`src/rtl/ucode_sequencer_if.sv`:
```
// Fetch / microcode ROM / issue signal bundle for ucode_sequencer.
// The master modport is the sequencer's view; the slave modport is the
// surrounding pipeline (fetch, ROM, decode, execute).
interface ucode_sequencer_if;
  logic [31:0] fetch_instr;
  logic        fetch_valid;
  logic        fetch_stall;
  logic [6:0]  mul_opcode;
  logic [15:0] immediate;
  logic [3:0]  dest_reg;
  logic [3:0]  reg1;
  logic [3:0]  reg2;
  logic [3:0]  ghost_pc;
  logic [31:0] ucode_instr;
  logic [31:0] issue_instr;
  logic        issue_valid;
  logic        issue_ready;
  logic        ubr_resolve;
  logic        ubr_taken;
  logic        busy;

  modport master (
    input  fetch_instr, fetch_valid, ucode_instr, issue_ready, ubr_resolve, ubr_taken,
    output fetch_stall, mul_opcode, immediate, dest_reg, reg1, reg2, ghost_pc,
           issue_instr, issue_valid, busy
  );

  modport slave (
    output fetch_instr, fetch_valid, ucode_instr, issue_ready, ubr_resolve, ubr_taken,
    input  fetch_stall, mul_opcode, immediate, dest_reg, reg1, reg2, ghost_pc,
           issue_instr, issue_valid, busy
  );
endinterface

```
`src/rtl/ucode_sequencer.sv`:
```
// Microcode sequencer: passes normal instructions from fetch to issue,
// expands multiplies into a ROM-resident micro-op sequence, resolves
// micro-branches and hands control back to fetch on a halt micro-op.
module ucode_sequencer #(
  parameter logic [3:0] HALT_OP = 4'b1101,
  parameter logic [6:0] UBR_OP  = 7'b1100001
) (
  input logic               clk,
  input logic               rst,
  ucode_sequencer_if.master bus
);

  typedef enum logic [2:0] {
    S_IDLE    = 3'd0,
    S_LOAD    = 3'd1,
    S_ISSUE   = 3'd2,
    S_WAIT_BR = 3'd3,
    S_DONE    = 3'd4
  } state_t;

  state_t      state_q, state_d;
  logic [3:0]  ghost_pc_q, ghost_pc_d;
  logic [6:0]  opcode_q, opcode_d;
  logic [15:0] imm_q, imm_d;
  logic [3:0]  dest_q, dest_d;
  logic [3:0]  reg1_q, reg1_d;
  logic [3:0]  reg2_q, reg2_d;

  logic [31:0] issue_instr;
  logic        issue_valid;
  logic        fetch_stall;
  logic        fetch_is_mul;
  logic        uop_is_halt;
  logic        uop_is_branch;

  function automatic logic is_mul_op(input logic [6:0] op);
    logic hit;
    case (op)
      7'b0010000, 7'b0011000, 7'b0110000, 7'b0111000: hit = 1'b1;
      default:                                         hit = 1'b0;
    endcase
    return hit;
  endfunction

  assign fetch_is_mul  = bus.fetch_valid & is_mul_op(bus.fetch_instr[31:25]);
  assign uop_is_halt   = (bus.ucode_instr[31:28] == HALT_OP);
  assign uop_is_branch = (bus.ucode_instr[31:25] == UBR_OP);

  // State register, ROM address and latched multiply fields.
  always_ff @(posedge clk or negedge rst) begin
    if (!rst) begin
      state_q    <= S_IDLE;
      ghost_pc_q <= 4'd0;
      opcode_q   <= 7'd0;
      imm_q      <= 16'd0;
      dest_q     <= 4'd0;
      reg1_q     <= 4'd0;
      reg2_q     <= 4'd0;
    end else begin
      state_q    <= state_d;
      ghost_pc_q <= ghost_pc_d;
      opcode_q   <= opcode_d;
      imm_q      <= imm_d;
      dest_q     <= dest_d;
      reg1_q     <= reg1_d;
      reg2_q     <= reg2_d;
    end
  end

  // Next-state, ghost_pc stepping and issue/stall outputs per state.
  always_comb begin
    state_d     = state_q;
    ghost_pc_d  = ghost_pc_q;
    opcode_d    = opcode_q;
    imm_d       = imm_q;
    dest_d      = dest_q;
    reg1_d      = reg1_q;
    reg2_d      = reg2_q;
    issue_instr = 32'h0000_0000;
    issue_valid = 1'b0;
    fetch_stall = 1'b1;

    case (state_q)
      S_IDLE: begin
        issue_instr = bus.fetch_instr;
        if (fetch_is_mul) begin
          // The multiply itself is swallowed; its fields drive the ROM.
          issue_valid = 1'b0;
          fetch_stall = 1'b1;
          opcode_d    = bus.fetch_instr[31:25];
          imm_d       = bus.fetch_instr[15:0];
          dest_d      = bus.fetch_instr[24:21];
          reg1_d      = bus.fetch_instr[20:17];
          reg2_d      = bus.fetch_instr[16:13];
          ghost_pc_d  = 4'd0;
          state_d     = S_LOAD;
        end else begin
          // Gate with reset so nothing is issued while reset is asserted.
          issue_valid = bus.fetch_valid & rst;
          fetch_stall = bus.fetch_valid & ~bus.issue_ready;
        end
      end

      S_LOAD: begin
        // ROM registers rom[ghost_pc] during this cycle.
        state_d = S_ISSUE;
      end

      S_ISSUE: begin
        if (uop_is_halt) begin
          state_d = S_DONE;
        end else begin
          issue_instr = bus.ucode_instr;
          issue_valid = 1'b1;
          if (bus.issue_ready) begin
            if (uop_is_branch) begin
              state_d = S_WAIT_BR;
            end else begin
              ghost_pc_d = ghost_pc_q + 4'd1;
              state_d    = S_LOAD;
            end
          end else begin
            state_d = S_ISSUE;
          end
        end
      end

      S_WAIT_BR: begin
        // ghost_pc is frozen here, so ucode_instr still holds the branch.
        if (bus.ubr_resolve) begin
          if (bus.ubr_taken) begin
            ghost_pc_d = ghost_pc_q + bus.ucode_instr[3:0];
          end else begin
            ghost_pc_d = ghost_pc_q + 4'd1;
          end
          state_d = S_LOAD;
        end else begin
          state_d = S_WAIT_BR;
        end
      end

      S_DONE: begin
        // Releasing the stall lets fetch step past the multiply.
        fetch_stall = 1'b0;
        state_d     = S_IDLE;
      end

      default: begin
        state_d = S_IDLE;
      end
    endcase
  end

  assign bus.issue_instr = issue_instr;
  assign bus.issue_valid = issue_valid;
  assign bus.fetch_stall = fetch_stall;
  assign bus.busy        = (state_q != S_IDLE);
  assign bus.ghost_pc    = ghost_pc_q;
  assign bus.mul_opcode  = opcode_q;
  assign bus.immediate   = imm_q;
  assign bus.dest_reg    = dest_q;
  assign bus.reg1        = reg1_q;
  assign bus.reg2        = reg2_q;

endmodule

```
`src/flat_wrapper.sv`:
```
// flat-port wrapper written by rule: the top's interface ports become plain ports
module ucode_sequencer_flat 
#(
  parameter logic [3:0] HALT_OP = 4'b1101,
  parameter logic [6:0] UBR_OP  = 7'b1100001
)
  (clk, rst, bus_fetch_instr, bus_fetch_valid, bus_ucode_instr, bus_issue_ready, bus_ubr_resolve, bus_ubr_taken, bus_fetch_stall, bus_mul_opcode, bus_immediate, bus_dest_reg, bus_reg1, bus_reg2, bus_ghost_pc, bus_issue_instr, bus_issue_valid, bus_busy);
  ucode_sequencer_if bus_i ();
  input logic clk;
  input logic rst;
  input wire logic [$bits(bus_i.fetch_instr)-1:0] bus_fetch_instr;
  input wire logic [$bits(bus_i.fetch_valid)-1:0] bus_fetch_valid;
  input wire logic [$bits(bus_i.ucode_instr)-1:0] bus_ucode_instr;
  input wire logic [$bits(bus_i.issue_ready)-1:0] bus_issue_ready;
  input wire logic [$bits(bus_i.ubr_resolve)-1:0] bus_ubr_resolve;
  input wire logic [$bits(bus_i.ubr_taken)-1:0] bus_ubr_taken;
  output wire logic [$bits(bus_i.fetch_stall)-1:0] bus_fetch_stall;
  output wire logic [$bits(bus_i.mul_opcode)-1:0] bus_mul_opcode;
  output wire logic [$bits(bus_i.immediate)-1:0] bus_immediate;
  output wire logic [$bits(bus_i.dest_reg)-1:0] bus_dest_reg;
  output wire logic [$bits(bus_i.reg1)-1:0] bus_reg1;
  output wire logic [$bits(bus_i.reg2)-1:0] bus_reg2;
  output wire logic [$bits(bus_i.ghost_pc)-1:0] bus_ghost_pc;
  output wire logic [$bits(bus_i.issue_instr)-1:0] bus_issue_instr;
  output wire logic [$bits(bus_i.issue_valid)-1:0] bus_issue_valid;
  output wire logic [$bits(bus_i.busy)-1:0] bus_busy;
  assign bus_i.fetch_instr = bus_fetch_instr;
  assign bus_i.fetch_valid = bus_fetch_valid;
  assign bus_i.ucode_instr = bus_ucode_instr;
  assign bus_i.issue_ready = bus_issue_ready;
  assign bus_i.ubr_resolve = bus_ubr_resolve;
  assign bus_i.ubr_taken = bus_ubr_taken;
  assign bus_fetch_stall = bus_i.fetch_stall;
  assign bus_mul_opcode = bus_i.mul_opcode;
  assign bus_immediate = bus_i.immediate;
  assign bus_dest_reg = bus_i.dest_reg;
  assign bus_reg1 = bus_i.reg1;
  assign bus_reg2 = bus_i.reg2;
  assign bus_ghost_pc = bus_i.ghost_pc;
  assign bus_issue_instr = bus_i.issue_instr;
  assign bus_issue_valid = bus_i.issue_valid;
  assign bus_busy = bus_i.busy;
  ucode_sequencer #(.HALT_OP(HALT_OP), .UBR_OP(UBR_OP)) u_core (.clk(clk), .rst(rst), .bus(bus_i));
endmodule
```
`config.mk`:
```
export PLATFORM = sky130hd
export DESIGN_NAME = ucode_sequencer_flat
export DESIGN_NICKNAME = d
export VERILOG_FILES = /design/src/rtl/ucode_sequencer_if.sv /design/src/rtl/ucode_sequencer.sv /design/src/flat_wrapper.sv
export SDC_FILE = /design/constraint.sdc
export NUM_CORES = 1
export LEC_CHECK = 0
export ABC_AREA = 0
export CAP_MARGIN = 20
export CORE_ASPECT_RATIO = 0.6
export CORE_MARGIN = 2
export CORE_UTILIZATION = 27
export CTS_CLUSTER_DIAMETER = 120
export CTS_CLUSTER_SIZE = 10
export DETAILED_ROUTE_END_ITERATION = 8
export GPL_TIMING_DRIVEN = 0
export PLACE_DENSITY = 0.66
export SLEW_MARGIN = 30
export SYNTH_ARGS = -nofsm -noshare
export SYNTH_HDL_FRONTEND = slang
export SYNTH_SLANG_ARGS = --single-unit
```
`constraint.sdc`:
```
create_clock -name clk -period 1.5 [get_ports clk]
set_input_delay 0.15 -clock clk [delete_from_list [all_inputs] [get_ports clk]]
set_output_delay 0.15 -clock clk [all_outputs]
set_load 0.05 [all_outputs]
```
==> results of run 1 <==
==> layer usage <==
layer  share of wire (%)  global-route usage (%)
met1                  46                    25.1
met3                 6.9                    5.59
met5                   0                       0
met4                0.90                    3.27
met2                  46                    31.8
==> logic make-up (layout without fill, tap and decap cells) <==
family | count (synthesis) | after routing | synth area share (%)
flops | 39 | 39 | 45.1
mux | 27 | 27 | 14.0
xor+xnor | 2 | 2 | 0.809
simple gates | 34 | 34 | 9.48
compound gates | 56 | 56 | 21.6
fa+ha+maj | 5 | 5 | 3.24
buf+inv | 20 | 196 | 5.72
==> through the flow <==
step	area (um2)	setup slack, ns
after detailed placement	3930	-1.26
after global routing	4600	-0.484
final	4600	-0.428
after global placement	3910	-1.88
after CTS	4560	-0.433
after floorplan	2350	-0.261
==> what timing repair did <==
item	4_1_cts	5_1_grt
pin swaps	12	2
hold buffers	3	0
gates resized for setup	353	10
cloned	4	0
buffers inserted	17	3
endpoints found under the hold margin	14	0
setup endpoints to repair	111	86
==> where the power goes <==
group	internal, W	switching, W	leakage, nW	total, W
sequential	0.00122	0.000113	0.499	0.00134
clock	0.000826	0.000409	0.0868	0.00123
combinational	0.000740	0.00118	1.56	0.00193
==> cells in the mapped netlist, drive strengths merged (4+ instances only) <==
library cell   n  area share, %
a21oi          6            1.4
a22o          32             13
and2           5            1.4
buf           11            4.2
dfrtp         39             45
ha             4            2.3
inv            6            1.0
mux2          27             14
nand2          4           0.69
nor2           8            1.7
nor3           4            1.4
o21ai          4            1.1
==> critical path: cells and delay by family (launching register included) <==
family	cells	cell delay, ns
simple gates	3	0.62
flops	1	0.41
buf+inv	2	0.32
compound gates	1	0.15
==> final timing paths <==
| path | start | endpoint | slack [ns] | depth (start not counted) |
|---|---|---|---|---|
| max | u_core.state_q[2] | bus_issue_instr[5] | -0.43 | 6 |
| min | rst | u_core.bus.mul_opcode[0] | 0.46 | 4 |
| max reg2reg | u_core.state_q[0] | u_core.bus.immediate[0] | -0.27 | 6 |
| min reg2reg | u_core.bus.mul_opcode[4] | u_core.bus.mul_opcode[4] | 0.48 | 1 |
| max in group asynchronous | rst | u_core.bus.reg2[3] | 0.47 | 3 |
| min in group clk | u_core.bus.mul_opcode[4] | u_core.bus.mul_opcode[4] | 0.48 | 1 |
==> final cells by class <==
| cell class | instances | share of cell area, % |
|---|---|---|
| buffer | 13 | 3.54 |
| clock buffer | 6 | 3.02 |
| multi-input combinational | 124 | 29.3 |
| timing repair buffer | 169 | 38.6 |
| clock inverter | 2 | 0.762 |
| sequential | 39 | 21.4 |
| tap | 108 | 2.94 |
| inverter | 6 | 0.490 |
==> run summary, run 1 <==
GPL Wtd Cong = 0.784
CTS Root Buffer Type = clkbuf_16
CTS H-Tree Depth = 2
Fraction of layout cells with a size suffix above 1 = 47.1%
Routed Antenna Nets = 0
Max Clk Rate = 519 MHz
Pin count of the biggest net entering global routing = 26
Yosys warns = 0
Number of synthesized register bits = 39
Arr. time, crit path = 1.78 ns
Min-Delay Path Class = input pin to asynchronous set/reset pin
Async SR Flop Fraction = 100%
Global route total overflow = 0
Final WS setup = -0.428 ns
Routed len/inst = 17.4 um
Final setup TNS = -20.52 ns
Final period util = 129%
CTS tree = built
Post-DP HPWL = 5.81 mm
Critical Path Fanout Max = 10
Routed WL = 8.14 mm
Critical path class = register to output port
Num CTS Buffers = 5
EDFF count, synth = 0
Hold_ws = 0.457 ns
Non-Filler Instances = 467
Final Skew = 0.00427 ns
Starting DRT DRC Count = 119
Failing checks = negative setup slack
Peak supply drop = 0.374 mV
Row cnt = 25
Unrepaired setup endpoints after global routing = yes
Leakage = 2.15 nW
Most frequent cells in the layout = clkdlybuf4s50_1 (62), dlygate4sd2_1 (45), dfrtp_1 (34)
Sink Count = 39
Antenna Cells = 0
Synth cell types = 41
I/O pins = 144
DR DRC count = 0
Vias in the first global route = 2339
CP cell instances = or2b_4 -> nor2_4 -> and2_4 -> buf_12 -> a22o_2 -> buf_6
Clock latency on the worst-skew pair = 0.28 ns
Crit path largest cell delay = 0.41 ns
Vias post-DR = 2221
Number of flip-flops in the largest register = 15
CP Capture Type = output port
Cells after DPL = 435
Post-Syn Nets = 258
CP required = 1.35 ns
# port buffers = 143
Status = finished, violations left
Max_slew headroom = 58.3%
Register area share after synthesis = 45.1%
Core Util, Final = 58.8%
Worst Tran Pin Value = 0.626 ns
Ys flop type = dfrtp_1
First-pass GRT wire length = 12.6 mm
Avg Cell Area, Syn = 11.8 um2
Area delta synth->final = 112%
Register area = 982 um2
Reg clk slew, reported paths = 0.06 ns
Most common cell after layout, fill and taps aside = clkdlybuf4s50_1
Full die area = 0.00877 mm2
Max_cap viols = 0
Antenna violations before repair = 0
Slew Limit Fails = 0
Critical path startpoint category = register
Vias per cell = 4.76
Initial Util = 27.7%
Layout Nets = 433
Filler cell count = 658
Max Buffers Root-to-Sink = 2
PwrDens = 978 mW/mm2
Chip height = 73.4 um
Pwr Total = 0.00450 W
Total track usage = 19.0%
Synthesized area = 0.00216 mm2
Die W = 120 um
Final setup vio count = 69
Final Hold Vio Count = 0
Fin crit period = 1.93 ns
CORE AREA = 0.00782 mm2
CP max-delay cell = dfrtp_2
Multi-input gate area = 0.00135 mm2
First-pass DRT Iterations = 4
Syn Inst Count = 183
(Power assumes the default switching activity.)
==> run 2: changes to the inputs <==
--- a/config.mk
+++ b/config.mk
@@ -6,7 +6,6 @@
 export NUM_CORES = 1
 export LEC_CHECK = 0
 export ABC_AREA = 0
-export CAP_MARGIN = 20
 export CORE_ASPECT_RATIO = 0.6
 export CORE_MARGIN = 2
 export CORE_UTILIZATION = 27
==> results of run 2 <==
Final layout, timing and power as in run 1 (identical DEF).
==> run 3: changes to the inputs <==
--- a/config.mk
+++ b/config.mk
@@ -9,11 +9,13 @@
 export CORE_ASPECT_RATIO = 0.6
 export CORE_MARGIN = 2
 export CORE_UTILIZATION = 27
+export CTS_BUF_LIST = sky130_fd_sc_hd__clkbuf_2 sky130_fd_sc_hd__clkbuf_4 sky130_fd_sc_hd__clkbuf_8
 export CTS_CLUSTER_DIAMETER = 120
 export CTS_CLUSTER_SIZE = 10
 export DETAILED_ROUTE_END_ITERATION = 8
 export GPL_TIMING_DRIVEN = 0
 export PLACE_DENSITY = 0.66
+export REMOVE_ABC_BUFFERS = 1
 export SLEW_MARGIN = 30
 export SYNTH_ARGS = -nofsm -noshare
 export SYNTH_HDL_FRONTEND = slang
==> run summary, run 3 (synthesis gave the netlist of run 1 again) <==
Layout Nets = 438 (+1.2%)
Final setup vio count = 70 (+1.4%)
Number of flip-flops in the largest register = 15 (unchanged)
Routed Antenna Nets = 0 (unchanged)
Fraction of layout cells with a size suffix above 1 = 37.4% (-9.7 points)
# port buffers = 143 (unchanged)
Hold_ws = -0.0223 ns (-0.479 ns)
Worst Tran Pin Value = 0.561 ns (-0.0645 ns)
Initial Util = 27.7% (unchanged)
Antenna violations before repair = 0 (unchanged)
GPL Wtd Cong = 0.754 (-3.8%)
Status = finished, violations left
Max_cap viols = 0 (unchanged)
Critical path startpoint category = register
Fin crit period = 1.96 ns (+0.0331 ns)
Area delta synth->final = 99.9%
Unrepaired setup endpoints after global routing = yes
Critical Path Fanout Max = 5 (-5)
First-pass GRT wire length = 12.8 mm (+1.9%)
Clock network fraction of design power = 22.9% (-4.6 points)
Vias in the first global route = 2372 (+1.4%)
Reg-to-Reg End = u_core.bus.ghost_pc[3]
Routed len/inst = 18.3 um (+4.8%)
Power Internal = 0.00243 W (-13%)
Filler cell count = 690 (+4.9%)
Sw Share = 40.8% (+2.8 points)
Final Skew = 0.00559 ns (+0.00132 ns)
Failing checks = negative hold slack, negative setup slack
Chip height = 73.4 um (unchanged)
Peak supply drop = 0.518 mV (+39%)
Arr. time, crit path = 1.81 ns (+0.03 ns)
I/O pins = 144 (unchanged)
Most common cell after layout, fill and taps aside = clkdlybuf4s50_1
DR DRC count = 0 (unchanged)
CTS tree = built
Final WS setup = -0.462 ns (-0.0331 ns)
Pin count of the biggest net entering global routing = 23 (-12%)
Slew Limit Fails = 0 (unchanged)
CTS H-Tree Depth = 2 (unchanged)
Total track usage = 19.2% (+0.19 points)
Leakage = 2.02 nW (-5.9%)
Max Clk Rate = 510 MHz (-1.7%)
Final setup TNS = -18.93 ns (+1.59 ns)
CTS Root Buffer Type = clkbuf_8
Pwr Total = 0.00410 W (-8.9%)
Routed WL = 8.62 mm (+5.9%)
Final Hold Vio Count = 17 (+17)
Post-DP HPWL = 5.20 mm (-10%)
R2r startpoint = u_core.state_q[1]
Critical path class = register to output port
First-pass DRT Iterations = 4 (unchanged)
Vias post-DR = 2240 (+0.86%)
Sink Count = 39 (unchanged)
Max Buffers Root-to-Sink = 2 (unchanged)
Starting DRT DRC Count = 101 (-15%)
Clock latency on the worst-skew pair = 0.28 ns (about the same)
Seq pwr share = 32.4% (+2.7 points)
Final period util = 131% (+2.2 points)
R2r setup slk = -0.45 ns (-0.18 ns)
Most frequent cells in the layout = clkdlybuf4s50_1 (67), buf_6 (40), dlygate4sd2_1 (37)
Num CTS Buffers = 5 (unchanged)
Reg clk slew, reported paths = 0.08 ns (+0.02 ns)
Comb power frac = 44.7% (+1.9 points)
CP Capture Type = output port
P_sw = 0.00167 W (-2.1%)
PwrDens = 947 mW/mm2 (-3.2%)
Global route total overflow = 0 (unchanged)
Min-Delay Path Class = input pin to asynchronous set/reset pin
Max_slew headroom = 62.3% (+4.0 points)
Full die area = 0.00877 mm2 (unchanged)
Row cnt = 25 (unchanged)
CORE AREA = 0.00782 mm2 (unchanged)
Worst reg2reg path depth = 9 (+3)
Antenna Cells = 0 (unchanged)
Die W = 120 um (unchanged)
CP required = 1.35 ns (about the same)
Vias per cell = 4.75 (-0.21%)
-- run 3: area by class of cell --
cell class                 count  area, um2  area share [%]
clock inverter                 2       38.8           0.896
clock buffer                   6       82.6            1.91
multi-input combinational    129       1220            28.1
sequential                    39        980            22.6
inverter                       6       22.5           0.520
tap                          108        135            3.12
timing repair buffer         182       1850            42.8
-- run 3: timing repair --
| item | 4_1_cts | 5_1_grt |
|---|---|---|
| gates cloned | 5 | 1 |
| endpoints found under the setup margin | 111 | 72 |
| hold endpoints to repair | 17 | 0 |
| setup buffers | 25 | 9 |
| gates resized for setup | 310 | 26 |
| pin swaps | 9 | 10 |
| hold buffers | 2 | 0 |
-- run 3: power groups by stage --
stage          Combinational [W]  Sequential (W)  Clock, W
2_1_floorplan           0.000469         0.00199         0
3_3_place_gp             0.00187         0.00134         0
3_5_place_dp             0.00190         0.00135         0
4_1_cts                  0.00183         0.00133  0.000974
5_1_grt                  0.00191         0.00135   0.00101
6_report                 0.00183         0.00133  0.000939
-- run 3: metal layers --
| layer | global-route usage (%) | up-vias | wire, um | share of wire (%) |
|---|---|---|---|---|
| met5 | 0 | - | 0 | 0 |
| met4 | 2.35 | 0 | 59 | 0.68 |
| met3 | 6.44 | 6 | 774 | 9.0 |
| met2 | 30.5 | 109 | 3780 | 44 |
| met1 | 26.4 | 1071 | 4000 | 46 |
| li1 | - | 1054 | - | - |
-- run 3: how the worst max path moves through the flow --
stage	start	end	slack, ns	cells past startpoint
final	u_core.state_q[2]	bus_issue_instr[25]	-0.46	7
after CTS	u_core.state_q[2]	bus_issue_instr[25]	-0.46	7
after floorplan	u_core.state_q[0]	u_core.bus.immediate[0]	-1.17	3
after global placement	u_core.state_q[0]	u_core.bus.immediate[1]	-2.26	3
after detailed placement	u_core.state_q[1]	bus_issue_valid	-1.31	5
after global routing	u_core.state_q[2]	bus_issue_instr[25]	-0.53	7
-- run 3: stage by stage --
stage / util [%] / hold slack (ns) / setup WS [ns] / std cells / area, um2
finish: 55.3 / -0.0223 / -0.462 / 472 / 4330
global route: 55.3 / 0.0128 / -0.526 / 472 / 4330
CTS: 53.5 / 0.474 / -0.462 / 463 / 4180
detailed placement: 47.1 / 0.137 / -1.31 / 423 / 3690
global placement: 46.4 / 0.451 / -2.26 / 420 / 3630
floorplan: - / -0.146 / -1.17 / 169 / 2060
-- run 3: critical path: stages, from the launching register on --
cell and delay, ns:
dfrtp_2 0.41, or2b_4 0.27, nor2_4 0.10, buf_6 0.12, and2_4 0.20, buf_12 0.12
a22o_1 0.14, buf_6 0.16
